## src/rtl/sanmoku_pkg.sv

```systemverilog
// Shared types and constants for the sanmoku match controller.
// Move codes, command width and controller state encoding.
package sanmoku_pkg;

  localparam int CMD_W = 4;

  localparam logic [CMD_W-1:0] FIRST  = 4'd0;
  localparam logic [CMD_W-1:0] SECOND = 4'd2;
  localparam logic [CMD_W-1:0] THIRD  = 4'd1;
  localparam logic [CMD_W-1:0] FOURTH = 4'd3;

  typedef enum logic [2:0] {
    IDLE,
    ERST,
    WAIT_MOVE,
    STEP,
    CHECK,
    SCORE,
    DONE
  } ctrl_state_t;

  function automatic logic [3:0] sat_inc(input logic [3:0] v);
    return (v == 4'hf) ? v : v + 4'd1;
  endfunction

endpackage

```

## src/rtl/sanmoku_move_timer.sv

```systemverilog
// Move timer: counts cycles waiting for a player move.
// Cleared by clr, flags expire on its TIMEOUT-th counted cycle.
module sanmoku_move_timer
  import sanmoku_pkg::*;
#(
  parameter int TIMEOUT = 1000
) (
  input  logic CLK,
  input  logic RST_N,
  input  logic clr,
  input  logic en,
  output logic expire
);

  localparam int W = $clog2(TIMEOUT) + 1;

  logic [W-1:0] cnt;

  assign expire = (cnt == W'(TIMEOUT - 1));

  always_ff @(posedge CLK or negedge RST_N) begin
    if (!RST_N) begin
      cnt <= '0;
    end else if (clr) begin
      cnt <= '0;
    end else if (en && !expire) begin
      cnt <= cnt + 1'b1;
    end
  end

endmodule

```

## src/rtl/sanmoku_match_ctrl.sv

```systemverilog
// Best-of-GAMES match sequencer around the sanmoku engine.
// Handles engine reset, move handshake, timeout default and scoring.
module sanmoku_match_ctrl
  import sanmoku_pkg::*;
#(
  parameter int GAMES          = 3,
  parameter int TIMEOUT        = 1000,
  parameter int DEFAULT_CMD    = 0,
  parameter int ENG_RST_CYCLES = 2
) (
  input  logic             CLK,
  input  logic             RST_N,
  input  logic             start,
  input  logic             mv_valid,
  input  logic [CMD_W-1:0] mv_cmd,
  output logic             mv_ready,
  output logic             mv_err,
  output logic             eng_rst,
  output logic             eng_step,
  output logic [CMD_W-1:0] eng_cmd,
  input  logic             eng_isNotEnd,
  input  logic             eng_userWins,
  output logic [3:0]       game_idx,
  output logic [3:0]       user_score,
  output logic [3:0]       cpu_score,
  output logic             busy,
  output logic             timeout_pulse,
  output logic             match_done,
  output logic             user_match_win
);

  localparam logic [3:0] WIN_TGT  = 4'(GAMES / 2 + 1);
  localparam logic [3:0] LAST_G   = 4'(GAMES - 1);
  localparam logic [3:0] RST_LAST = 4'(ENG_RST_CYCLES - 1);

  ctrl_state_t state, nxt;

  logic [3:0] rst_cnt;
  logic       user_win;
  logic       hs, legal, expire;
  logic       tmr_clr, take, bad, to_fire, finish;
  logic [3:0] u_nxt, c_nxt;
  logic       restart;

  assign hs      = (state == WAIT_MOVE) && mv_valid;
  assign legal   = (mv_cmd <= FOURTH);
  assign restart = start && ((state == IDLE) || (state == DONE));

  sanmoku_move_timer #(
    .TIMEOUT(TIMEOUT)
  ) u_timer (
    .CLK   (CLK),
    .RST_N (RST_N),
    .clr   (tmr_clr),
    .en    (state == WAIT_MOVE),
    .expire(expire)
  );

  always_ff @(posedge CLK or negedge RST_N) begin
    if (!RST_N) state <= IDLE;
    else        state <= nxt;
  end

  always_comb begin
    nxt     = state;
    tmr_clr = 1'b1;
    take    = 1'b0;
    bad     = 1'b0;
    to_fire = 1'b0;
    finish  = 1'b0;
    u_nxt   = user_score;
    c_nxt   = cpu_score;
    unique case (state)
      IDLE:  if (start) nxt = ERST;
      ERST:  if (rst_cnt == RST_LAST) nxt = WAIT_MOVE;
      WAIT_MOVE: begin
        tmr_clr = hs;
        // a consumed move always beats a same-cycle expiry
        if (hs && legal) begin
          take = 1'b1;
          nxt  = STEP;
        end else if (hs) begin
          bad = 1'b1;
        end else if (expire) begin
          to_fire = 1'b1;
          nxt     = STEP;
        end
      end
      STEP:  nxt = CHECK;
      CHECK: nxt = eng_isNotEnd ? WAIT_MOVE : SCORE;
      SCORE: begin
        if (user_win) u_nxt = sat_inc(user_score);
        else          c_nxt = sat_inc(cpu_score);
        finish = ((user_win ? u_nxt : c_nxt) == WIN_TGT)
               || (game_idx == LAST_G);
        nxt = finish ? DONE : ERST;
      end
      DONE:  if (start) nxt = ERST;
      default: nxt = IDLE;
    endcase
  end

  always_ff @(posedge CLK or negedge RST_N) begin
    if (!RST_N) begin
      rst_cnt    <= '0;
      mv_err     <= 1'b0;
      eng_cmd    <= '0;
      user_win   <= 1'b0;
      user_score <= '0;
      cpu_score  <= '0;
      game_idx   <= '0;
    end else begin
      rst_cnt <= (state == ERST) ? rst_cnt + 4'd1 : 4'd0;
      mv_err  <= bad;
      if (take)         eng_cmd <= mv_cmd;
      else if (to_fire) eng_cmd <= CMD_W'(DEFAULT_CMD);
      if (state == CHECK) user_win <= eng_userWins;
      if (restart) begin
        user_score <= '0;
        cpu_score  <= '0;
        game_idx   <= '0;
      end else if (state == SCORE) begin
        user_score <= u_nxt;
        cpu_score  <= c_nxt;
        if (!finish) game_idx <= game_idx + 4'd1;
      end
    end
  end

  assign mv_ready       = (state == WAIT_MOVE);
  assign eng_rst        = (state == IDLE) || (state == ERST);
  assign eng_step       = (state == STEP);
  assign busy           = (state != IDLE) && (state != DONE);
  assign match_done     = (state == DONE);
  assign user_match_win = match_done && (user_score > cpu_score);
  assign timeout_pulse  = to_fire;

endmodule

```

## config.mk

```make
export PLATFORM = sky130hd
export DESIGN_NAME = sanmoku_match_ctrl
export DESIGN_NICKNAME = d
export VERILOG_FILES = /design/src/rtl/sanmoku_pkg.sv /design/src/rtl/sanmoku_move_timer.sv /design/src/rtl/sanmoku_match_ctrl.sv
export SDC_FILE = /design/constraint.sdc
export NUM_CORES = 1
export LEC_CHECK = 0
export BUFFER_PORTS_ARGS = -buffer_cell sky130_fd_sc_hd__buf_2
export CORE_UTILIZATION = 50
export CTS_BUF_LIST = sky130_fd_sc_hd__clkbuf_16
export DETAILED_ROUTE_END_ITERATION = 16
export PLACE_DENSITY_LB_ADDON = 0.3
export SLEW_MARGIN = 10
export SYNTH_ARGS = -nofsm -noshare
export SYNTH_HDL_FRONTEND = slang
export SYNTH_SLANG_ARGS = --single-unit
```

## constraint.sdc

```tcl
create_clock -name CLK -period 2.2 [get_ports CLK]
set_clock_uncertainty 0.2 [all_clocks]
set_input_delay 0.11 -clock CLK [delete_from_list [all_inputs] [get_ports CLK]]
set_output_delay 0.11 -clock CLK [all_outputs]
set_load 0.02 [all_outputs]
```

# Word level (Yosys, flattened, before mapping)
# Index checks and enable logic that the tools add are counted.
# Widths: inputs -> output; s select.
# op_classes
n_mux	38
reduce_logical	18
n_eq_ne	18
addsub	5
n_lt_le_gt_ge	2
# ops
cell	n
$mux 4	17
$mux 11	2
$mux 3	7
$pmux 3 s6	1
$add 4x1->4 const B	4
$add 11x1->11 const B	1
$eq 11x10->1 const B	1
$mux 1	11
$eq 3x3->1 const B	3
$ne 3x3->1 const B	3
$eq 4x2->1 const B	2
$eq 4x4->1 const B	2
$eq 3x2->1 const B	2
$logic_and 1x1->1	6
$reduce_bool 2->1	3
$eq 4x1->1 const B	1
$gt 4x4->1	1
$le 4x2->1 const B	1
$ne 2x1->1 const B	2
$reduce_and 4->1	1
$eq 3x1->1 const B	1
$logic_not 3->1	1
$logic_or 1x1->1	3
$reduce_bool 3->1	1
4 further kinds	4
# word_totals
inputBits	10
out_inout_bits	24
word_cells	90
reg_bits	36

# Logic depth before layout (Yosys ltp)
# Gate-level depths: netlist of the first run.
# depth
word_depth	11
ltp_mapped	7
mapped_depth_nobuf	7

# Hierarchy
# From an unflattened synthesis of the first run, not the netlist that was laid out.
# hier_totals
hier_cells	230
area_unflattened_um2	2163.3
# by_module_without_submodules
mod	area_each_um2	cells_per_inst	n_inst	seq_area_each_um2
sanmoku_match_ctrl	1534.0	163	1	625.6
sanmoku_move_timer	629.4	67	1	275.3

# Worst setup path before layout of the first run
# OpenSTA, ideal clock, no wires.
# synth_timing
kind	register -> register
start	register cpu_score[0]
end	register game_idx[0]
period_less_slack_ns	2.206
path_stages_with_launch	7
slack_ns	-0.006
required_time_ns	1.920
t_arrival_ns	1.925
path_cell_list	dfrtp_1 > ha_1 > a31oi_2 > mux2_4 > nor4_4 > or2_2 > mux2i_1
# synth_between
elab_chain_cells	10
word_cells_on_any_way	11
classes_between	add/sub: 1; eq/ne: 3; mux: 5; reduce/logical: 2
# synth_rtl
item	line	rtl
start, declared	sanmoku_match_ctrl.sv:25	output logic [3:0] cpu_score,
start signal, assigned	sanmoku_match_ctrl.sv:124	cpu_score <= c_nxt;
$add 4x1->4 or $eq 4x4->1 (tied branches)	sanmoku_pkg.sv:23	return (v == 4'hf) ? v : v + 4'd1;
$mux 4	sanmoku_pkg.sv:23	
$mux 4 *	sanmoku_match_ctrl.sv:92	if (user_win) u_nxt = sat_inc(user_score);
$mux 4 *	sanmoku_match_ctrl.sv:73	unique case (state)
$mux 4 *	sanmoku_match_ctrl.sv:94	finish = ((user_win ? u_nxt : c_nxt) == WIN_TGT)
$eq 4x2->1 *	sanmoku_match_ctrl.sv:94	
$logic_or 1x1->1 *	sanmoku_match_ctrl.sv:95	|| (game_idx == LAST_G);
$mux 1 *	sanmoku_match_ctrl.sv:73	
$ne 2x1->1 (no line) *	n/a	
$reduce_and 2->1 (no line) *	n/a	
end signal, assigned	sanmoku_match_ctrl.sv:125	if (!finish) game_idx <= game_idx + 4'd1;
end, declared	sanmoku_match_ctrl.sv:23	output logic [3:0] game_idx,
# Mark *: on every way between the ends. The rest lies on a longest branch, timed or not. The select of a mux whose other input is x is not followed.
# A chain may end at the register's enable or synchronous reset.

# Final worst setup path of the first run
# layout_timing
start	register cpu_score[1]
end	output user_match_win
# layout_between
elab_chain_cells	2
# layout_rtl
item	line	rtl
$gt 4x4->1	sanmoku_match_ctrl.sv:135	assign user_match_win = match_done && (user_score > cpu_score);
$logic_and 1x1->1	sanmoku_match_ctrl.sv:135	
end, declared	sanmoku_match_ctrl.sv:29	output logic user_match_win
# No other way between the ends.

==> metrics.yaml, run 1 <==
synthArstFlopShare_pct: 100
whs_ns: 0.0176
syn_area_um2: 2030
vias: 1703
instances_no_fill: 314
finalCritPeriodShare_pct: 94.8
route.detailed.drc: 0
synth_nets: 241
postLayoutCoreUtil_pct: 66.6
core_area_um2: 3770
synth_top_cells_by_area: "dfrtp_1, ha_1, nor2_1"
crit_path_max_fanout: 6
ioPinCount: 34
area_growth_pct: 23.7
htreeDepth: 2
cts-buffers-inserted: 5
cellPowerDensity_nw_per_um2: 1080
synth_top_cells_by_count: "dfrtp_1, nor2_1, nand2_1, inv_1, nor3_1"
dp_cells: 300
first_pass_iters: 4
tritoncts: "yes"
drive_gt1_share_pct: 21.4
initial_core_util_pct: 53.8
synth.most_common_cell: "dfrtp_1"
yosys_warnings: 0
hold_path_depth: 4
peakVddDrop_mv: 0.604
overflow: 0
grt_pass1_wl_um: 7240
max_freq_mhz: 479
crit_path_start_kind: "flip-flop"
setup_viol: 0
r2r_slack_ns: 0.13
ys_types: 42
post_cts_buffers: 0
synth_edf_count: 0
hp-start: "start"
clockBufferDepth: 2
min_period_ns: 2.09
routed_via_density: 5.42
first_global_vias: 1594
clock_latency_ns: 0.28
num_rows: 22
run_status: "finished clean"
path_class: "reg -> out"
place.gp.congestion: 0.843
nets: 286
critPathCaptureType: "output port"
die_h_um: 65.7
dieArea_um2: 4320
report.final.slew_viol_count: 0
reg2reg_to: "game_idx[0]"
ys_seq_area_share_pct: 44.4
holdPathEnd: "state[1]"
ant_nets: 0
critPathRequiredTime_ns: 1.89
antennaDiodeCount: 0
drt_iter0_drc: 144
wl_um: 4360
synth-main-ff-cell: "dfrtp_1"
cts_sinks: 36
portBuffers: 33
avgSynthCellArea_um2: 9.22
chipWidth_um: 65.7
hpwlAfterDp_um: 2950
cap_viol_max_count: 0
wl_per_cell_um: 13.9
grt.total_usage_pct: 22.7
num-fill-cells: 288
slew_headroom_pct: 46.7
worst_pin_slew_ns: 0.799
hold_path.class: "in -> reg"
yosys_register_bits: 36
antenna_found_initial: 0
cts.clk_slew.worst_paths_ns: 0.05
grt_max_degree: 37
hold_violations: 0
syn-instance-count: 220
r2r_cells: 6
rsz0062_at_grt: "true"
root_buffer: "clkbuf_16"
p_leak_nw: 1.24
yosysTopAreaCell: "dfrtp_1"
cp_data_arrival_time_ns: 1.78
r2r-start: "cpu_score[1]"
p_total_mw: 2.72
yosys.area.top_type_share_pct: 44.4
logic make-up (layout without fill, tap and decap cells):
logic type / Yosys count / in the layout / share of synthesized area (%)
and+or+nand+nor: 104 / 104 / 26.1
muxes: 7 / 7 / 3.76
AOI/OAI and AO/OA: 28 / 28 / 9.31
buffers and inverters: 21 / 67 / 4.07
DFF: 36 / 36 / 44.4
adders and majority gates: 11 / 11 / 6.78
xor gates and xnor gates: 13 / 13 / 5.61
worst max-delay path by stage:
stage             startpoint             end  cells after the start
3_3_place_gp   user_score[1]     game_idx[0]                      6
4_1_cts         cpu_score[1]  user_match_win                      9
5_1_grt         cpu_score[1]     game_idx[0]                      6
6_report        cpu_score[1]  user_match_win                      9
3_5_place_dp    cpu_score[0]     game_idx[0]                      6
2_1_floorplan   cpu_score[0]     game_idx[0]                      6
worst max-delay path: stages (launching register included):
cell and delay [ns]:
dfrtp_1 0.38, buf_6 0.13, inv_1 0.05, ha_1 0.28
nor2b_1 0.13, o21ai_1 0.12, nand2b_1 0.07, a21oi_1 0.15
nor2_1 0.05, buf_2 0.15
through the flow:
stage	TNS [ns]	area, um^2	setup slack (ns)
finish	0	2510	0.114
global route	-0.00392	2510	-0.00392
CTS	0	2490	0.0549
detailed placement	0	2270	0.122
global placement	0	2270	0.179
floorplan	0	2030	0.0473
sequential cells by signal, indices dropped and copies added (netlist names):
signal / count
user_score: 4
game_idx: 4
rst_cnt: 4
cpu_score: 4
eng_cmd: 4
state: 3
u_timer.cnt: 11
user_win: 1
mv_err: 1
repair_timing:
| item | CTS | global route |
|---|---|---|
| gates resized for setup | 0 | 6 |
| setup endpoints to repair | 0 | 6 |
| hold buffers | 6 | 0 |
| endpoints found under the hold margin | 41 | 0 |
routing by layer:
layer,up-vias,wire length (um),share of wire [%],GRT usage [%]
li1,843,-,-,-
met1,805,2060,47,29.9
met2,49,2060,47,35.6
met3,6,189,4.3,6.08
met4,0,48,1.1,7.88
met5,-,0,0,0
report_power, final:
part	total [mW]	switching (mW)	leakage [nW]	internal, mW
registers	0.934	0.154	0.489	0.780
logic	1.00	0.591	0.672	0.414
clock network	0.782	0.256	0.0789	0.526
cell usage in the layout, fill, tap and decap left out, types with 5 or more instances in the layout:
master,n
xor2_1,9
nor3_1,13
nor2_1,30
inv_1,14
nand2_1,23
nand3_1,10
buf_2,33
mux2i_1,5
ha_1,10
clkbuf_16,5
dlygate4sd3_1,6
buf_4,5
dfrtp_1,35
a21oi_1,9
cell type report:
class	count	area (um^2)	area share, %
multi-input cells	163	1060	42.2
flip-flops and latches	36	902	35.9
repair buffers	45	274	10.9
clock buffers	5	125	4.99
well taps	48	60.1	2.39
inverters	14	52.6	2.09
clock inverters	3	37.5	1.50
Note: power is estimated with default switching activity, not from simulation.
==> run 2, diff against run 1 <==
- PLACE_DENSITY: not set -> 0.75
- PLACE_DENSITY_LB_ADDON: 0.3 -> not set
==> run 2 against run 1 <==
Wire length decreased by 8.4%. Clock-buffer cell count unchanged. Via count fell by 1.5%. Flip-flop and latch count unchanged. Worst setup slack better by 0.013 ns. Hold slack lost 0.010 ns. Register-to-register slack is essentially flat. Combinational power barely moved. Non-clock buffer count unchanged. Clock power up 0.6%. Critical path depth fell by 3. First-iteration DRC count fell by 51%.
==> metrics.yaml, run 2 (same netlist as run 1, synthesis figures left out) <==
run_status: "finished clean"
max_freq_mhz: 482
place.gp.congestion: 0.777
critPathCaptureType: "flip-flop"
finalCritPeriodShare_pct: 94.2
largest_register_ffs: 11
cellPowerDensity_nw_per_um2: 1080
cpMaxStageDelayCell: "dfrtp_1"
slew_headroom_pct: 46.8
hold_violations: 0
cp_data_arrival_time_ns: 2.08
postLayoutCoreUtil_pct: 66.4
ioPinCount: 34
r2r-start: "cpu_score[0]"
die_h_um: 65.7
antenna_found_initial: 0
cap_viol_max_count: 0
dieArea_um2: 4320
crit_path_start_kind: "flip-flop"
reg2reg_to: "game_idx[0]"
p_leak_nw: 1.24
first_global_vias: 1632
mostFrequentLayoutCell: "dfrtp_1"
num-fill-cells: 302
hold_path_depth: 4
r2r_cells: 6
initial_core_util_pct: 53.8
rsz0062_at_grt: "false"
clockBufferDepth: 2
peakVddDrop_mv: 0.654
drive_gt1_share_pct: 21.8
cts-buffers-inserted: 5
wl_um: 3990
crit_path_max_fanout: 6
portBuffers: 33
worst_pin_slew_ns: 0.798
cts.clk_slew.worst_paths_ns: 0.05
hp-start: "start"
cp_num_buf_inv: 0
grt_pass1_wl_um: 7240
htreeDepth: 2
critPathMaxStageDelay_ns: 0.38
ant_nets: 0
drt_iter0_drc: 70
setup_viol: 0
post_cts_buffers: 0
holdPathEnd: "state[1]"
r2r_slack_ns: 0.13
antennaDiodeCount: 0
hold_path.class: "in -> reg"
chipWidth_um: 65.7
hpwlAfterDp_um: 2840
core_area_um2: 3770
routed_via_density: 5.34
instances_no_fill: 314
path_class: "reg -> reg"
nets: 286
clock_latency_ns: 0.28
setup_tns_ns: 0
grt_max_degree: 37
report.final.slew_viol_count: 0
grt.total_usage_pct: 22.3
top_register: "u_timer.cnt"
overflow: 0
area_growth_pct: 23.4
min_period_ns: 2.07
wl_per_cell_um: 12.7
tritoncts: "yes"
cts_sinks: 36
p_total_mw: 2.70
crit_chain: "ha_2 -> a31oi_2 -> mux2_4 -> nor4_4 -> or2_2 -> mux2i_1"
crit_family: "multiplexers"
vias: 1678
final_cell_mix: "dfrtp_1, buf_2, nor2_1, nand2_1, inv_1"
critPathRequiredTime_ns: 2.21
dp_cells: 300
num_rows: 22
route.detailed.drc: 0
first_pass_iters: 4
root_buffer: "clkbuf_16"
-- run 2: worst max path at each step --
stage	start	endpoint	slack (ns)	cells after the start
detailed placement	user_score[1]	game_idx[1]	0.07	6
global route	cpu_score[1]	user_match_win	0.002	9
finish	cpu_score[0]	game_idx[0]	0.13	6
global placement	user_score[1]	game_idx[0]	0.13	6
floorplan	cpu_score[0]	game_idx[0]	0.05	6
CTS	state[1]	timeout_pulse	0.02	5
-- run 2: report_power, final --
part / switching (mW) / leakage, nW / internal, mW
clock network: 0.259 / 0.0850 / 0.528
registers: 0.147 / 0.489 / 0.780
logic: 0.576 / 0.671 / 0.413
total: 0.981 / 1.24 / 1.72
-- run 2: layout make-up --
| class | instances | area (um^2) | area share, % |
|---|---|---|---|
| inverter | 14 | 52.6 | 2.10 |
| tap | 48 | 60.1 | 2.40 |
| multi-input combinational | 163 | 1060 | 42.2 |
| clock buffer | 5 | 125 | 5.00 |
| timing repair buffer | 45 | 270 | 10.8 |
| sequential | 36 | 902 | 36.0 |
| clock inverter | 3 | 38.8 | 1.55 |
-- run 2: stage by stage --
step / instance area, um^2 / hold slack (ns) / setup WS [ns]
2_1_floorplan: 2030 / -0.386 / 0.0473
3_3_place_gp: 2270 / 0.0468 / 0.132
3_5_place_dp: 2270 / 0.0476 / 0.0701
4_1_cts: 2500 / 0.00504 / 0.0239
5_1_grt: 2500 / 0.0550 / 0.00216
6_report: 2500 / 0.00714 / 0.127
-- run 2: what timing repair did --
item                                   in CTS  in global routing
endpoints found under the hold margin      41                  0
hold buffers                                6                  0
gates resized for setup                     0                  5
setup endpoints to repair                   0                  6
-- run 2: worst reg2reg max path, cell delays in order, from the launching register on --
cell	delay (ns)
dfrtp_1	0.38
ha_2	0.23
a31oi_2	0.21
mux2_4	0.35
nor4_4	0.27
or2_2	0.20
mux2i_1	0.17
-- run 2: layer usage --
metal	vias up	global-route usage, %	share of wire [%]
met5	-	0	0
met4	0	10.1	1.5
met3	6	5.73	5.0
met2	33	33.0	45
met1	798	30.4	49
li1	841	-	-
==> run 3, diff against run 2 <==
- CORE_UTILIZATION: 50 -> 51
- PLACE_DENSITY: 0.75 -> 0.76
- SKIP_CTS_REPAIR_TIMING: not set -> 1
- SYNTH_HIERARCHICAL: not set -> 1
==> run 3 against run 2 <==
Worst setup slack got worse by 0.094 ns. Design area up 8.8%. Largest power group unchanged. Combinational power grew 21%. The flow now finishes with violations (negative hold slack). Register-to-register slack worse by 0.09 ns. Via count up 16%. Clock power up 0.9%.
==> metrics.yaml, run 3 <==
crit_path_max_fanout: 3
r2r_slack_ns: 0.03
chipWidth_um: 67.1
rsz0062_at_grt: "true"
mostFrequentLayoutCell: "dfrtp_1"
reg2reg_to: "state[0]"
peakVddDrop_mv: 0.560
crit_path_start_kind: "flip-flop"
finalWorstSetupSlack_ns: 0.0329
core_area_um2: 4030
max_freq_mhz: 461
hold_path.class: "in -> reg"
drive_gt1_share_pct: 26.1
grt.total_usage_pct: 23.9
first_pass_iters: 4
yosys.area.top_type_share_pct: 41.6
cts.clk_slew.worst_paths_ns: 0.06
ioPinCount: 34
largest_register_ffs: 11
wl_per_cell_um: 14.6
clockBufferDepth: 2
syn_area_um2: 2160
final_cell_mix: "dfrtp_1, buf_2, nor2_1, buf_4, nand2_1"
wl_um: 4910
cp_data_arrival_time_ns: 2.17
run_status: "finished, violations left"
pre_cts_slack_ns: 0.0182
vias: 1946
route.detailed.drc: 0
synthArstFlopShare_pct: 100
r2r_cells: 8
portBuffers: 33
cts_sinks: 36
p_leak_nw: 1.29
critPathRequiredTime_ns: 2.20
placed_area_um2: 2470
drt_iter0_drc: 74
overflow: 0
final_area_um2: 2730
synth_edf_count: 0
synth_top_cells_by_count: "dfrtp_1, nor2_1, a21oi_1, nand2_1, ha_1"
whs_ns: -0.0163
initial_core_util_pct: 53.7
avgSynthCellArea_um2: 9.41
top_register: "u_timer/cnt"
root_buffer: "clkbuf_16"
synth.most_common_cell: "dfrtp_1"
area_growth_pct: 26.0
dieArea_um2: 4510
top_layer: "met4"
grt_max_degree: 37
violations: "negative hold slack"
wl_met1_um: 2270
syn-instance-count: 230
crit_end: "state[0]"
critPathCaptureType: "flip-flop"
ys_seq_area_share_pct: 41.6
synth_top_cells_by_area: "dfrtp_1, ha_1, nor2_1"
num_rows: 23
hpwlAfterDp_um: 3390
htreeDepth: 2
die_h_um: 67.1
antenna_found_initial: 0
place.gp.congestion: 0.782
routed_via_density: 5.77
ant_nets: 0
worst_pin_slew_ns: 0.838
antennaDiodeCount: 0
cap_viol_max_count: 0
critical_path.startpoint: "u_timer/cnt[1]"
ys_types: 54
path_class: "reg -> reg"
met2RoutedLength_um: 2370
grt_pass1_wl_um: 8080
cellPowerDensity_nw_per_um2: 1060
nets: 307
yosysTopAreaCell: "dfrtp_1"
hold_violations: 1
slew_headroom_pct: 44.1
setup_tns_ns: 0
cts-buffers-inserted: 5
wl_met3_um: 168
tritoncts: "yes"
yosys_register_bits: 36
clock_latency_ns: 0.28
first_global_vias: 1829
num-fill-cells: 328
report.final.slew_viol_count: 0
synth_nets: 251
min_period_ns: 2.17
yosys_warnings: 6
finalCritPeriodShare_pct: 98.5
setup_viol: 0
r2r-start: "u_timer/cnt[1]"
synth-main-ff-cell: "dfrtp_1"
## run 3: power by group
| part | leakage (nW) | internal, mW | switching [mW] | total (mW) |
|---|---|---|---|---|
| combinational | 0.722 | 0.479 | 0.717 | 1.20 |
| clock | 0.0850 | 0.528 | 0.267 | 0.794 |
| sequential | 0.484 | 0.781 | 0.112 | 0.892 |
| total | 1.29 | 1.79 | 1.10 | 2.88 |
## run 3: worst max-delay path, cell delays in order, from the launching register on
cell     delay, ns
dfrtp_1       0.37
ha_2          0.19
or4b_4        0.49
nor3_4        0.14
inv_1         0.08
mux2_4        0.29
a21oi_2       0.13
o32ai_1       0.08
a21oi_1       0.12
## run 3: how the worst min path moves through the flow
stage	startpoint	endpoint	depth (start not counted)
after detailed placement	RST_N	eng_cmd[0]	1
final	mv_cmd[0]	eng_cmd[0]	3
after global placement	RST_N	eng_cmd[0]	1
after CTS	RST_N	u_timer/cnt[5]	1
after floorplan	RST_N	cpu_score[0]	0
after global routing	mv_cmd[0]	eng_cmd[0]	3
## run 3: metal layers
metal | track usage, % | up-vias
met4 | 10.4 | 0
met3 | 5.24 | 10
met1 | 29.9 | 936
met5 | 0 | -
met2 | 39.6 | 45
li1 | - | 955
## run 3: final cells by class
cell class | instances | area (um^2) | area share (%)
Clock inverter | 3 | 38.8 | 1.42
Timing Repair Buffer | 54 | 333 | 12.2
Clock buffer | 5 | 125 | 4.59
Sequential cell | 36 | 901 | 33.1
Inverter | 11 | 41.3 | 1.52
Tap cell | 50 | 62.6 | 2.30
Multi-Input combinational cell | 178 | 1220 | 44.9
## run 3: metrics by stage
| step | instances | power [mW] | utilization [%] |
|---|---|---|---|
| 5_1_grt | 337 | 3.08 | 67.6 |
| 3_3_place_gp | 321 | 2.05 | 61.4 |
| 2_1_floorplan | 230 | 1.70 | - |
| 4_1_cts | 329 | 2.88 | 65.4 |
| 3_5_place_dp | 321 | 2.08 | 61.4 |
| 6_report | 337 | 2.88 | 67.6 |
## run 3: cell families (layout without fill, tap and decap cells)
kind of cell               count (synthesis)  in the layout  share of synthesized area (%)
AOI/OAI and AO/OA                         55             55                           18.3
xor gates and xnor gates                   5              5                           2.02
adders and majority gates                 11             11                           6.36
buffers and inverters                     16             73                           2.89
DFF                                       36             36                           41.6
muxes                                      5              5                           2.60
and+or+nand+nor                          102            102                           26.1
